<file path="src/rtl/ads1292_spi_emulator_if.sv">
// SPI bus plus the START/RESETN/DRDY side pins between an ADS1292 master and the emulator.
interface ads1292_spi_emulator_if;
  logic sclk;
  logic csn;
  logic mosi;
  logic miso;
  logic start;
  logic resetn;
  logic drdy;

  modport slave (
    input  sclk, csn, mosi, start, resetn,
    output miso, drdy
  );

  modport master (
    output sclk, csn, mosi, start, resetn,
    input  miso, drdy
  );
endinterface

</file>
<file path="src/rtl/ads1292_spi_emulator.sv">
// ADS1292 SPI responder: command decode, 12-entry register file and a DRDY-paced
// deterministic sample stream (ch1 = counter, ch2 = its complement).
//
// state   | meaning
// S_CMD   | waiting for an opcode byte
// S_CNT   | RREG/WREG count byte expected
// S_WDATA | receiving register write data
// S_RDATA | shifting out register read data
module ads1292_spi_emulator #(
  parameter int         DRDY_PERIOD = 4000,
  parameter logic [7:0] DEVICE_ID   = 8'h53
) (
  input logic                    clk,
  input logic                    rst,
  ads1292_spi_emulator_if.slave  spi
);

  localparam int CNT_W = $clog2(DRDY_PERIOD);

  typedef enum logic [1:0] {S_CMD, S_CNT, S_WDATA, S_RDATA} state_t;

  logic [1:0]  sclk_sync, csn_sync, mosi_sync, start_sync, resetn_sync;
  logic        sclk_q, csn_q;
  logic        sclk_s, csn_s, mosi_s, start_s, resetn_s;
  logic        srst;
  logic        sclk_rise, sclk_fall, csn_fall, byte_done;
  logic [7:0]  rx_byte;

  state_t      state;
  logic [4:0]  addr, cnt;
  logic        is_read;
  logic [2:0]  bit_cnt;
  logic [6:0]  rx_sr;
  logic        xfer_active;
  logic [71:0] tx_sr;
  logic        miso_q, drdy_q;
  logic        rdatac, conv_cmd;
  logic [CNT_W-1:0] per_cnt;
  logic [23:0] smp;
  logic [71:0] frame, new_frame;
  logic        run, tc, pre_tc;
  logic [7:0]  regs [0:11];
  logic [4:0]  rd_addr;
  logic [7:0]  rd_data;

  function automatic logic [7:0] reg_default(input int i);
    case (i)
      0:       reg_default = DEVICE_ID;
      1:       reg_default = 8'h02;
      2:       reg_default = 8'h80;
      3:       reg_default = 8'h10;
      9, 10:   reg_default = 8'h02;
      11:      reg_default = 8'h0C;
      default: reg_default = 8'h00;
    endcase
  endfunction

  // Synchronizers only answer to the board reset so RESETN itself keeps being sampled.
  always_ff @(posedge clk) begin
    if (rst) begin
      sclk_sync   <= 2'b00;
      csn_sync    <= 2'b11;
      mosi_sync   <= 2'b00;
      start_sync  <= 2'b00;
      resetn_sync <= 2'b11;
      sclk_q      <= 1'b0;
      csn_q       <= 1'b1;
    end else begin
      sclk_sync   <= {sclk_sync[0], spi.sclk};
      csn_sync    <= {csn_sync[0], spi.csn};
      mosi_sync   <= {mosi_sync[0], spi.mosi};
      start_sync  <= {start_sync[0], spi.start};
      resetn_sync <= {resetn_sync[0], spi.resetn};
      sclk_q      <= sclk_sync[1];
      csn_q       <= csn_sync[1];
    end
  end

  assign sclk_s    = sclk_sync[1];
  assign csn_s     = csn_sync[1];
  assign mosi_s    = mosi_sync[1];
  assign start_s   = start_sync[1];
  assign resetn_s  = resetn_sync[1];
  assign srst      = rst | ~resetn_s;

  assign sclk_rise = sclk_s & ~sclk_q & ~csn_s;
  assign sclk_fall = ~sclk_s & sclk_q & ~csn_s;
  assign csn_fall  = ~csn_s & csn_q;
  assign byte_done = sclk_fall & (bit_cnt == 3'd7);
  assign rx_byte   = {rx_sr, mosi_s};

  assign run       = start_s | conv_cmd;
  assign tc        = run & (per_cnt == CNT_W'(DRDY_PERIOD - 1));
  assign pre_tc    = run & (per_cnt == CNT_W'(DRDY_PERIOD - 2));
  assign new_frame = {24'hC00000, smp, ~smp};

  // The count byte preloads the first register; every later read byte preloads the next one.
  assign rd_addr = (state == S_CNT) ? addr : addr + 5'd1;

  always_comb begin
    rd_data = 8'h00;
    if (rd_addr <= 5'd11) rd_data = regs[rd_addr[3:0]];
  end

  always_ff @(posedge clk) begin
    if (srst) begin
      state       <= S_CMD;
      addr        <= 5'd0;
      cnt         <= 5'd0;
      is_read     <= 1'b0;
      bit_cnt     <= 3'd0;
      rx_sr       <= 7'd0;
      xfer_active <= 1'b0;
      tx_sr       <= 72'd0;
      miso_q      <= 1'b0;
      drdy_q      <= 1'b1;
      rdatac      <= 1'b1;
      conv_cmd    <= 1'b0;
      per_cnt     <= '0;
      smp         <= 24'd0;
      frame       <= 72'd0;
      for (int i = 0; i < 12; i++) regs[i] <= reg_default(i);
    end else begin
      if (!run || tc) per_cnt <= '0;
      else            per_cnt <= per_cnt + CNT_W'(1);

      if (tc) begin
        frame <= new_frame;
        smp   <= smp + 24'd1;
      end

      // An unread frame gets a one-cycle high pulse so the next falling edge is visible.
      if (tc)                     drdy_q <= 1'b0;
      else if (pre_tc || sclk_fall) drdy_q <= 1'b1;

      if (csn_s) begin
        bit_cnt     <= 3'd0;
        rx_sr       <= 7'd0;
        xfer_active <= 1'b0;
        state       <= S_CMD;
        tx_sr       <= 72'd0;
        miso_q      <= 1'b0;
      end else begin
        if (sclk_fall) begin
          bit_cnt     <= bit_cnt + 3'd1;
          rx_sr       <= rx_byte[6:0];
          xfer_active <= 1'b1;
        end

        if (sclk_rise) begin
          miso_q <= tx_sr[71];
          tx_sr  <= {tx_sr[70:0], 1'b0};
        end

        if (byte_done) begin
          case (state)
            S_CMD: begin
              case (rx_byte)
                8'h08: conv_cmd <= 1'b1;
                8'h0A: conv_cmd <= 1'b0;
                8'h10: rdatac   <= 1'b1;
                8'h11: rdatac   <= 1'b0;
                8'h12: begin
                  if (!rdatac) begin
                    tx_sr  <= frame;
                    miso_q <= frame[71];
                  end
                end
                default: begin
                  if (!rdatac && (rx_byte[7:5] == 3'b001 || rx_byte[7:5] == 3'b010)) begin
                    addr    <= rx_byte[4:0];
                    is_read <= rx_byte[5];
                    state   <= S_CNT;
                  end
                end
              endcase
            end
            S_CNT: begin
              cnt <= rx_byte[4:0];
              if (is_read) begin
                state  <= S_RDATA;
                tx_sr  <= {rd_data, 64'd0};
                miso_q <= rd_data[7];
              end else begin
                state <= S_WDATA;
              end
            end
            S_RDATA: begin
              addr <= addr + 5'd1;
              if (cnt == 5'd0) begin
                state <= S_CMD;
              end else begin
                cnt    <= cnt - 5'd1;
                tx_sr  <= {rd_data, 64'd0};
                miso_q <= rd_data[7];
              end
            end
            S_WDATA: begin
              if (addr != 5'd0 && addr <= 5'd11) regs[addr[3:0]] <= rx_byte;
              addr <= addr + 5'd1;
              if (cnt == 5'd0) state <= S_CMD;
              else             cnt   <= cnt - 5'd1;
            end
            default: state <= S_CMD;
          endcase
        end

        if (csn_fall && rdatac) begin
          tx_sr  <= frame;
          miso_q <= frame[71];
        end

        // Master already waiting with CSN low: hand it the new frame directly.
        if (tc && rdatac && !xfer_active) begin
          tx_sr  <= new_frame;
          miso_q <= new_frame[71];
        end
      end
    end
  end

  assign spi.miso = miso_q;
  assign spi.drdy = drdy_q;

endmodule
</file>
<file path="src/flat_wrapper.sv">
// flat-port wrapper written by rule: the top's interface ports become plain ports
module ads1292_spi_emulator_flat 
#(
  parameter int         DRDY_PERIOD = 4000,
  parameter logic [7:0] DEVICE_ID   = 8'h53
)
  (clk, rst, spi_sclk, spi_csn, spi_mosi, spi_start, spi_resetn, spi_miso, spi_drdy);
  ads1292_spi_emulator_if spi_i ();
  input logic clk;
  input logic rst;
  input wire logic [$bits(spi_i.sclk)-1:0] spi_sclk;
  input wire logic [$bits(spi_i.csn)-1:0] spi_csn;
  input wire logic [$bits(spi_i.mosi)-1:0] spi_mosi;
  input wire logic [$bits(spi_i.start)-1:0] spi_start;
  input wire logic [$bits(spi_i.resetn)-1:0] spi_resetn;
  output wire logic [$bits(spi_i.miso)-1:0] spi_miso;
  output wire logic [$bits(spi_i.drdy)-1:0] spi_drdy;
  assign spi_i.sclk = spi_sclk;
  assign spi_i.csn = spi_csn;
  assign spi_i.mosi = spi_mosi;
  assign spi_i.start = spi_start;
  assign spi_i.resetn = spi_resetn;
  assign spi_miso = spi_i.miso;
  assign spi_drdy = spi_i.drdy;
  ads1292_spi_emulator #(.DRDY_PERIOD(DRDY_PERIOD), .DEVICE_ID(DEVICE_ID)) u_core (.clk(clk), .rst(rst), .spi(spi_i));
endmodule
</file>
<file path="config.mk">
export PLATFORM = sky130hd
export DESIGN_NAME = ads1292_spi_emulator_flat
export DESIGN_NICKNAME = d
export VERILOG_FILES = /design/src/rtl/ads1292_spi_emulator_if.sv /design/src/rtl/ads1292_spi_emulator.sv /design/src/flat_wrapper.sv
export SDC_FILE = /design/constraint.sdc
export NUM_CORES = 1
export LEC_CHECK = 0
export ABC_AREA = 0
export CAP_MARGIN = 0
export CORE_MARGIN = 2
export CORE_UTILIZATION = 50
export DETAILED_ROUTE_END_ITERATION = 6
export DONT_BUFFER_PORTS = 1
export SYNTH_ARGS = -nofsm -noshare
export SYNTH_HDL_FRONTEND = slang
export SYNTH_SLANG_ARGS = --single-unit
export TNS_END_PERCENT = 30
</file>
<file path="constraint.sdc">
create_clock -name clk -period 5.59 [get_ports clk]
set_clock_uncertainty 0.05 [all_clocks]
set_input_delay 0 -clock clk [delete_from_list [all_inputs] [get_ports clk]]
set_output_delay 0 -clock clk [all_outputs]
set_load 0.005 [all_outputs]
</file>
Word-level counts from Yosys, hierarchy flattened
Memory sizes are Yosys's and may differ from the RTL's. Cells that the tools add are included.

Memories: 1. Memory bits (read-only): 0. Latch bits: 0. Bits in registers: 197. Input bits: 7. Output and inout port bits: 2. Logic and storage cells: 146. Memory bits (writable): 96.

Shift operators: 0. Divide/modulo/power cells: 0. Bitwise gates (word level): 16. Eq/ne operators: 17. Magnitude comparators: 2. Multiply operators: 0. Mux-type cells: 51. $add $sub $neg: 5. Reduce and logical (&&, ||, !) cells: 31.

Memory list: u_core.regs (depth 12, width 8, rd ports 1, clocked after Yosys merged registers in 0, write ports 12, RTL line ads1292_spi_emulator.sv:42) `logic [7:0] regs [0:11];`.

Operators with widths (number): 72-bit two-way mux (8); 72-bit case mux with 3 select lines (1); 8-bit two-way mux (8); 24-bit by 1-bit adder with 24-bit output (second input constant) (1); 12-bit == test (second input constant) (2); 8-bit by 5-bit == test with 1-bit output (second input constant) (3); 24-bit NOT (1); 1-bit two-way mux (20); 5-bit two-way mux (4); 5-bit case mux with 2 select lines (2); 8-bit by 4-bit == test with 1-bit output (second input constant) (2); 4-bit AND reduction (4); 12-bit by 1-bit adder with 12-bit output (second input constant) (1); 5-bit by 4-bit less-or-equal comparator with 1-bit output (second input constant) (2); 5-bit AND reduction (2); 2-bit nonzero test (5); 1-bit bitwise AND (8); 8-bit OR reduction (1); 2-bit two-way mux (3); 2-bit case mux with 3 select lines (1); 2-bit OR reduction (3); 5-bit by 1-bit adder with 5-bit output (second input constant) (1); 1-bit logical AND (5); 5-bit zero test (1); other kinds (20) (33).

Depth between registers and ports, before layout
Depth in word-level cells: 10. Mapped depth: 11.

Least setup slack after synthesis
Ideal clock, no wire load.

Path type: register -> register. From: reg u_core.addr[0]. To: reg u_core.tx_sr[70]. Buffers on the path: 2. Library setup time: 0.131 ns. Arrival: 2.286 ns. Setup slack: 3.123 ns. Period minus slack after synthesis: 2.467 ns. Cell stages (with the launch flop): 11. Cells stage by stage: dfxtp_1 > inv_1 > ha_1 > clkbuf_1 > a21oi_2 > buf_4 > mux4_2 > nand3_1 > o21ai_1 > a311oi_1 > o22ai_1.

Longest elaborated chain between the ends: 9. Elaborated cells on any way between the ends: 11. Those cells by class: add/sub: 1; order compare: 1; mux: 8; memory: 1.

RTL lines: start, declared (RTL line ads1292_spi_emulator.sv:30) `logic [4:0] addr, cnt;`; start signal, assigned (RTL line ads1292_spi_emulator.sv:171) `addr <= rx_byte[4:0];`; start signal, assigned (RTL line ads1292_spi_emulator.sv:189) `addr <= addr + 5'd1;`; start signal, assigned (RTL line ads1292_spi_emulator.sv:200) `addr <= addr + 5'd1;`; 5-bit by 1-bit adder with 5-bit output (RTL line ads1292_spi_emulator.sv:98) `assign rd_addr = (state == S_CNT) ? addr : addr + 5'd1;`; 5-bit two-way mux * (RTL line ads1292_spi_emulator.sv:98); memory read 12 x 8 bit / 5-bit by 4-bit less-or-equal comparator with 1-bit output (equally long branches); 8-bit two-way mux * (RTL line ads1292_spi_emulator.sv:102) `if (rd_addr <= 5'd11) rd_data = regs[rd_addr[3:0]];`; 72-bit two-way mux (on tied branches) (RTL line ads1292_spi_emulator.sv:190, ads1292_spi_emulator.sv:180); 72-bit case mux with 3 select lines * (RTL line ads1292_spi_emulator.sv:156) `case (state)`; 72-bit two-way mux * (RTL line ads1292_spi_emulator.sv:155) `if (byte_done) begin`; 72-bit two-way mux * (RTL line ads1292_spi_emulator.sv:208) `if (csn_fall && rdatac) begin`; 72-bit two-way mux * (RTL line ads1292_spi_emulator.sv:214) `if (tc && rdatac && !xfer_active) begin`; end signal, assigned (RTL line ads1292_spi_emulator.sv:152) `tx_sr <= {tx_sr[70:0], 1'b0};`; end signal, assigned (RTL line ads1292_spi_emulator.sv:209) `tx_sr <= frame;`; end signal, assigned (RTL line ads1292_spi_emulator.sv:215) `tx_sr <= new_frame;`; end, declared (RTL line ads1292_spi_emulator.sv:35) `logic [71:0] tx_sr;`.

Every way passes the cells marked *; elsewhere a longest branch is shown, timed or not. A chain may end at the register's enable or synchronous reset.

Worst setup path after layout
From: reg u_core.addr[0]. To: reg u_core.tx_sr[71].

Same word-level chain as after synthesis.

==> impl_metrics.py <==
metrics = {
    "cts": {
        "worstSkewPairLatency_ns": 0.56,
        "ctsResizeCount": 0,
        "cts_setup_buffers": 0,
        "clock_tree.htree_level_count": 1,
        "clk_root_buffer_cell": "sky130_fd_sc_hd__clkbuf_16",
        "cts_buffers": 30,
        "clock_tree_from_tritoncts": "yes",
        "cts_sinks": 292,
        "cts.clk_slew.worst_paths_ns": 0.06,
        "ctsLongestPathBuffers": 3,
    },
    "setup_path": {
        "worst_setup_path_end_kind": "flip-flop",
        "setup.worst_path.class": "flip-flop to flip-flop",
        "critical_path.max_stage_delay_ns": 0.76,
        "critPathSlowestCell": "sky130_fd_sc_hd__dfxtp_1",
        "r2r.worst_path.cells": 9,
        "path_cells": "ha_1 > buf_4 > inv_2 > or3_1 > nand2_1 > a32oi_1 > a31oi_1 > nor2_1 > o31a_1",
        "cell_class_contributing_the_biggest_share_of_worst_path_delay": "compound AO/OA/AOI/OAI gates",
        "worstPathArrival_ns": 3.86,
        "required_ns": 5.98,
        "timing.critical_path.fanout_max": 18,
        "worstPathBufferInverterCount": 2,
        "cp.depth": 9,
        "critical_path.startpoint_type": "flip-flop",
    },
    "drt": {
        "wirelength_mm": 33.3,
        "detailroute.via_count": 10400,
        "via_per_inst": 5.92,
        "dr.first_iter.drc_count": 1114,
        "mean_routed_wirelength_per_cell_um": 19.0,
        "remaining_drc_errors": 0,
        "antenna_left": 0,
        "drt_first_pass_iters": 5,
    },
    "yosys": {
        "synthCells": 1445,
        "synth.yosys.warnings": 0,
        "synth_edf_count": 96,
        "synth_cell_type_count": 66,
        "ys_seq_elements": 292,
        "syn-cell-area_um2": 13300,
        "ys_top_cells_by_area": "sky130_fd_sc_hd__dfxtp_1 (30%), sky130_fd_sc_hd__edfxtp_1 (22%), sky130_fd_sc_hd__nand2_1 (6.8%)",
        "synthMostInstantiatedCell": "sky130_fd_sc_hd__nand2_1",
        "dominant_register_cell_in_the_synthesized_netlist": "sky130_fd_sc_hd__dfxtp_1",
        "post_syn_area_per_cell_um2": 9.19,
        "synthArstFlopShare_pct": 0,
        "ranking_of_synthesized_cells_by_instance_count": "sky130_fd_sc_hd__nand2_1 (240), sky130_fd_sc_hd__dfxtp_1 (196), sky130_fd_sc_hd__a21oi_1 (152)",
        "synthDominantCellAreaShare_pct": 29.6,
        "post-synth-top-area-cell": "sky130_fd_sc_hd__dfxtp_1",
        "synth-seq-area-share_pct": 51.3,
    },
    "cells_and_area": {
        "areaGrowthSynthToFinish_pct": 9.60,
        "post_route_cells_drive_above_1_share_pct": 8.76,
        "post_layout_nonfiller_instances": 1750,
        "number_of_fillers_in_the_final_layout": 2323,
        "antennaDiodeCount": 0,
        "nNetsFinal": 1408,
    },
    "sta": {
        "setup_viol_count_final": 0,
        "rsz0062_at_grt": "no",
        "tns_ns": 0,
        "worst_slew_slack_as_a_fraction_of_its_limit_pct": 29.2,
        "max_slew.worst_pin.slew_ns": 1.06,
        "min_period_ns": 3.47,
        "timing.final.crit_share_pct": 62.0,
        "max_clock_freq_mhz": 288,
        "hold_violations": 0,
        "final_max_slew_viol_count": 0,
    },
    "placed_design": {
        "estimated_wirelength_of_the_detail_placed_design_mm": 19.7,
        "portBuffers": 0,
        "gp_congestion": 0.860,
        "place_inst": 1688,
    },
    "global_routing": {
        "antenna_found_initial": 0,
        "grt_max_degree": 76,
        "grt_first_pass_wirelength_mm": 54.2,
        "total_global_routing_overflow": 0,
        "grt.total_usage_pct": 24.0,
        "grt_pass1_vias": 9833,
    },
    "hold_path": {
        "min_delay_path_depth": 2,
        "worstHoldPathType": "primary input to flip-flop",
    },
    "pwr": {
        "pwr_density_cell_nw_per_um2": 307,
        "ir_drop_v": 0.000207,
        "total_leakage_power_uw": 0.00527,
    },
    "floorplanning": {
        "floorplan.die.width_um": 167,
        "placeableCoreArea_um2": 26100,
        "dieHeight_um": 167,
        "top_level_ports": 9,
        "initial_utilization_pct": 50.9,
        "rows": 59,
        "die_area_um2": 27900,
    },
    "status": {
        "status": "complete, no violations",
    },
    "flow_run": {
        "maxCapViolCount": 0,
    },
}
-- power by group --
group / switching (uW) / internal [uW]
Sequential: 14.5 / 2230
Clock: 846 / 1290
Combinational: 69.6 / 29.1
-- stage by stage --
stage	hold WS, ns	power [uW]	utilization (%)	cell area [um^2]	setup WS [ns]
after floorplan	0.0216	2340	-	13300	3.12
after global placement	0.0232	2380	51.5	13400	2.24
after detailed placement	0.0242	2380	51.5	13400	2.19
after CTS	0.00000905	4510	55.8	14600	2.18
after global routing	0.0239	4610	55.8	14600	1.83
final	0.0323	4470	55.8	14600	2.12
-- metal layers --
layer | wire (um) | GRT usage (%) | vias up
li1 | - | - | 4994
met1 | 16100 | 36.6 | 4962
met2 | 14100 | 35.6 | 346
met3 | 2420 | 3.94 | 59
met4 | 706 | 6.22 | 0
met5 | 0 | 0 | -
-- worst paths after layout --
kind                         startpoint                     to  slack [ns]
hold / removal               spi_resetn  u_core.resetn_sync[0]        0.03
hold reg to reg   u_core.resetn_sync[0]  u_core.resetn_sync[1]        0.36
setup / recovery         u_core.addr[0]       u_core.tx_sr[71]        2.12
setup reg to reg         u_core.addr[0]       u_core.tx_sr[71]        2.12
-- sequential cells by signal, indices dropped and copies added (netlist names), 2 cells and up --
signal / flops
u_core.regs: 96
u_core.tx_sr: 72
u_core.frame: 48
u_core.smp: 24
u_core.per_cnt: 12
u_core.rx_sr: 7
u_core.addr: 5
u_core.cnt: 5
u_core.bit_cnt: 3
u_core.csn_sync: 2
u_core.mosi_sync: 2
u_core.resetn_sync: 2
u_core.sclk_sync: 2
u_core.start_sync: 2
u_core.state: 2
-- logic make-up after synthesis --
group | Yosys count | share of synthesized area (%)
mux | 36 | 4.69
simple gates | 609 | 21.9
buf+inv | 139 | 4.31
xor+xnor | 35 | 2.45
compound gates | 322 | 14.4
flops | 292 | 51.3
other cells | 2 | 0.0566
fa+ha+maj | 10 | 0.943
-- layout by cell type (no fill, tap or decap), drive strengths merged, types with 23 or more instances in the layout --
cell / synthesis / final
nor3: 35 / 35
and3: 94 / 94
clkbuf: 90 / 40
o22ai: 28 / 28
edfxtp: 96 / 96
a21oi: 153 / 153
xor2: 23 / 23
nand2: 241 / 241
a22oi: 28 / 28
dfxtp: 196 / 196
nor2: 127 / 127
o21ai: 45 / 45
buf: 34 / 26
a211oi: 34 / 34
-- worst register-to-register path, stage by stage (launching register included) --
cell,delay [ns]
sky130_fd_sc_hd__dfxtp_1,0.76
sky130_fd_sc_hd__ha_1,0.47
sky130_fd_sc_hd__buf_4,0.32
sky130_fd_sc_hd__inv_2,0.11
sky130_fd_sc_hd__or3_1,0.42
sky130_fd_sc_hd__nand2_1,0.28
sky130_fd_sc_hd__a32oi_1,0.22
sky130_fd_sc_hd__a31oi_1,0.33
sky130_fd_sc_hd__nor2_1,0.07
sky130_fd_sc_hd__o31a_1,0.30
-- cell type report --
class | count | area, um^2 | share of cell area (%)
inverter | 15 | 56.3 | 0.387
multi-input combinational | 1020 | 5950 | 40.9
tap | 335 | 419 | 2.88
timing repair buffer | 32 | 255 | 1.75
sequential | 292 | 6810 | 46.8
clock inverter | 16 | 184 | 1.26
clock buffer | 40 | 881 | 6.05
-- what timing repair did --
action / CTS / global route
hold buffers: 6 / 0
setup endpoints to repair: 0 / 0
endpoints found under the hold margin: 36 / 0
(Power assumes the default switching activity.)
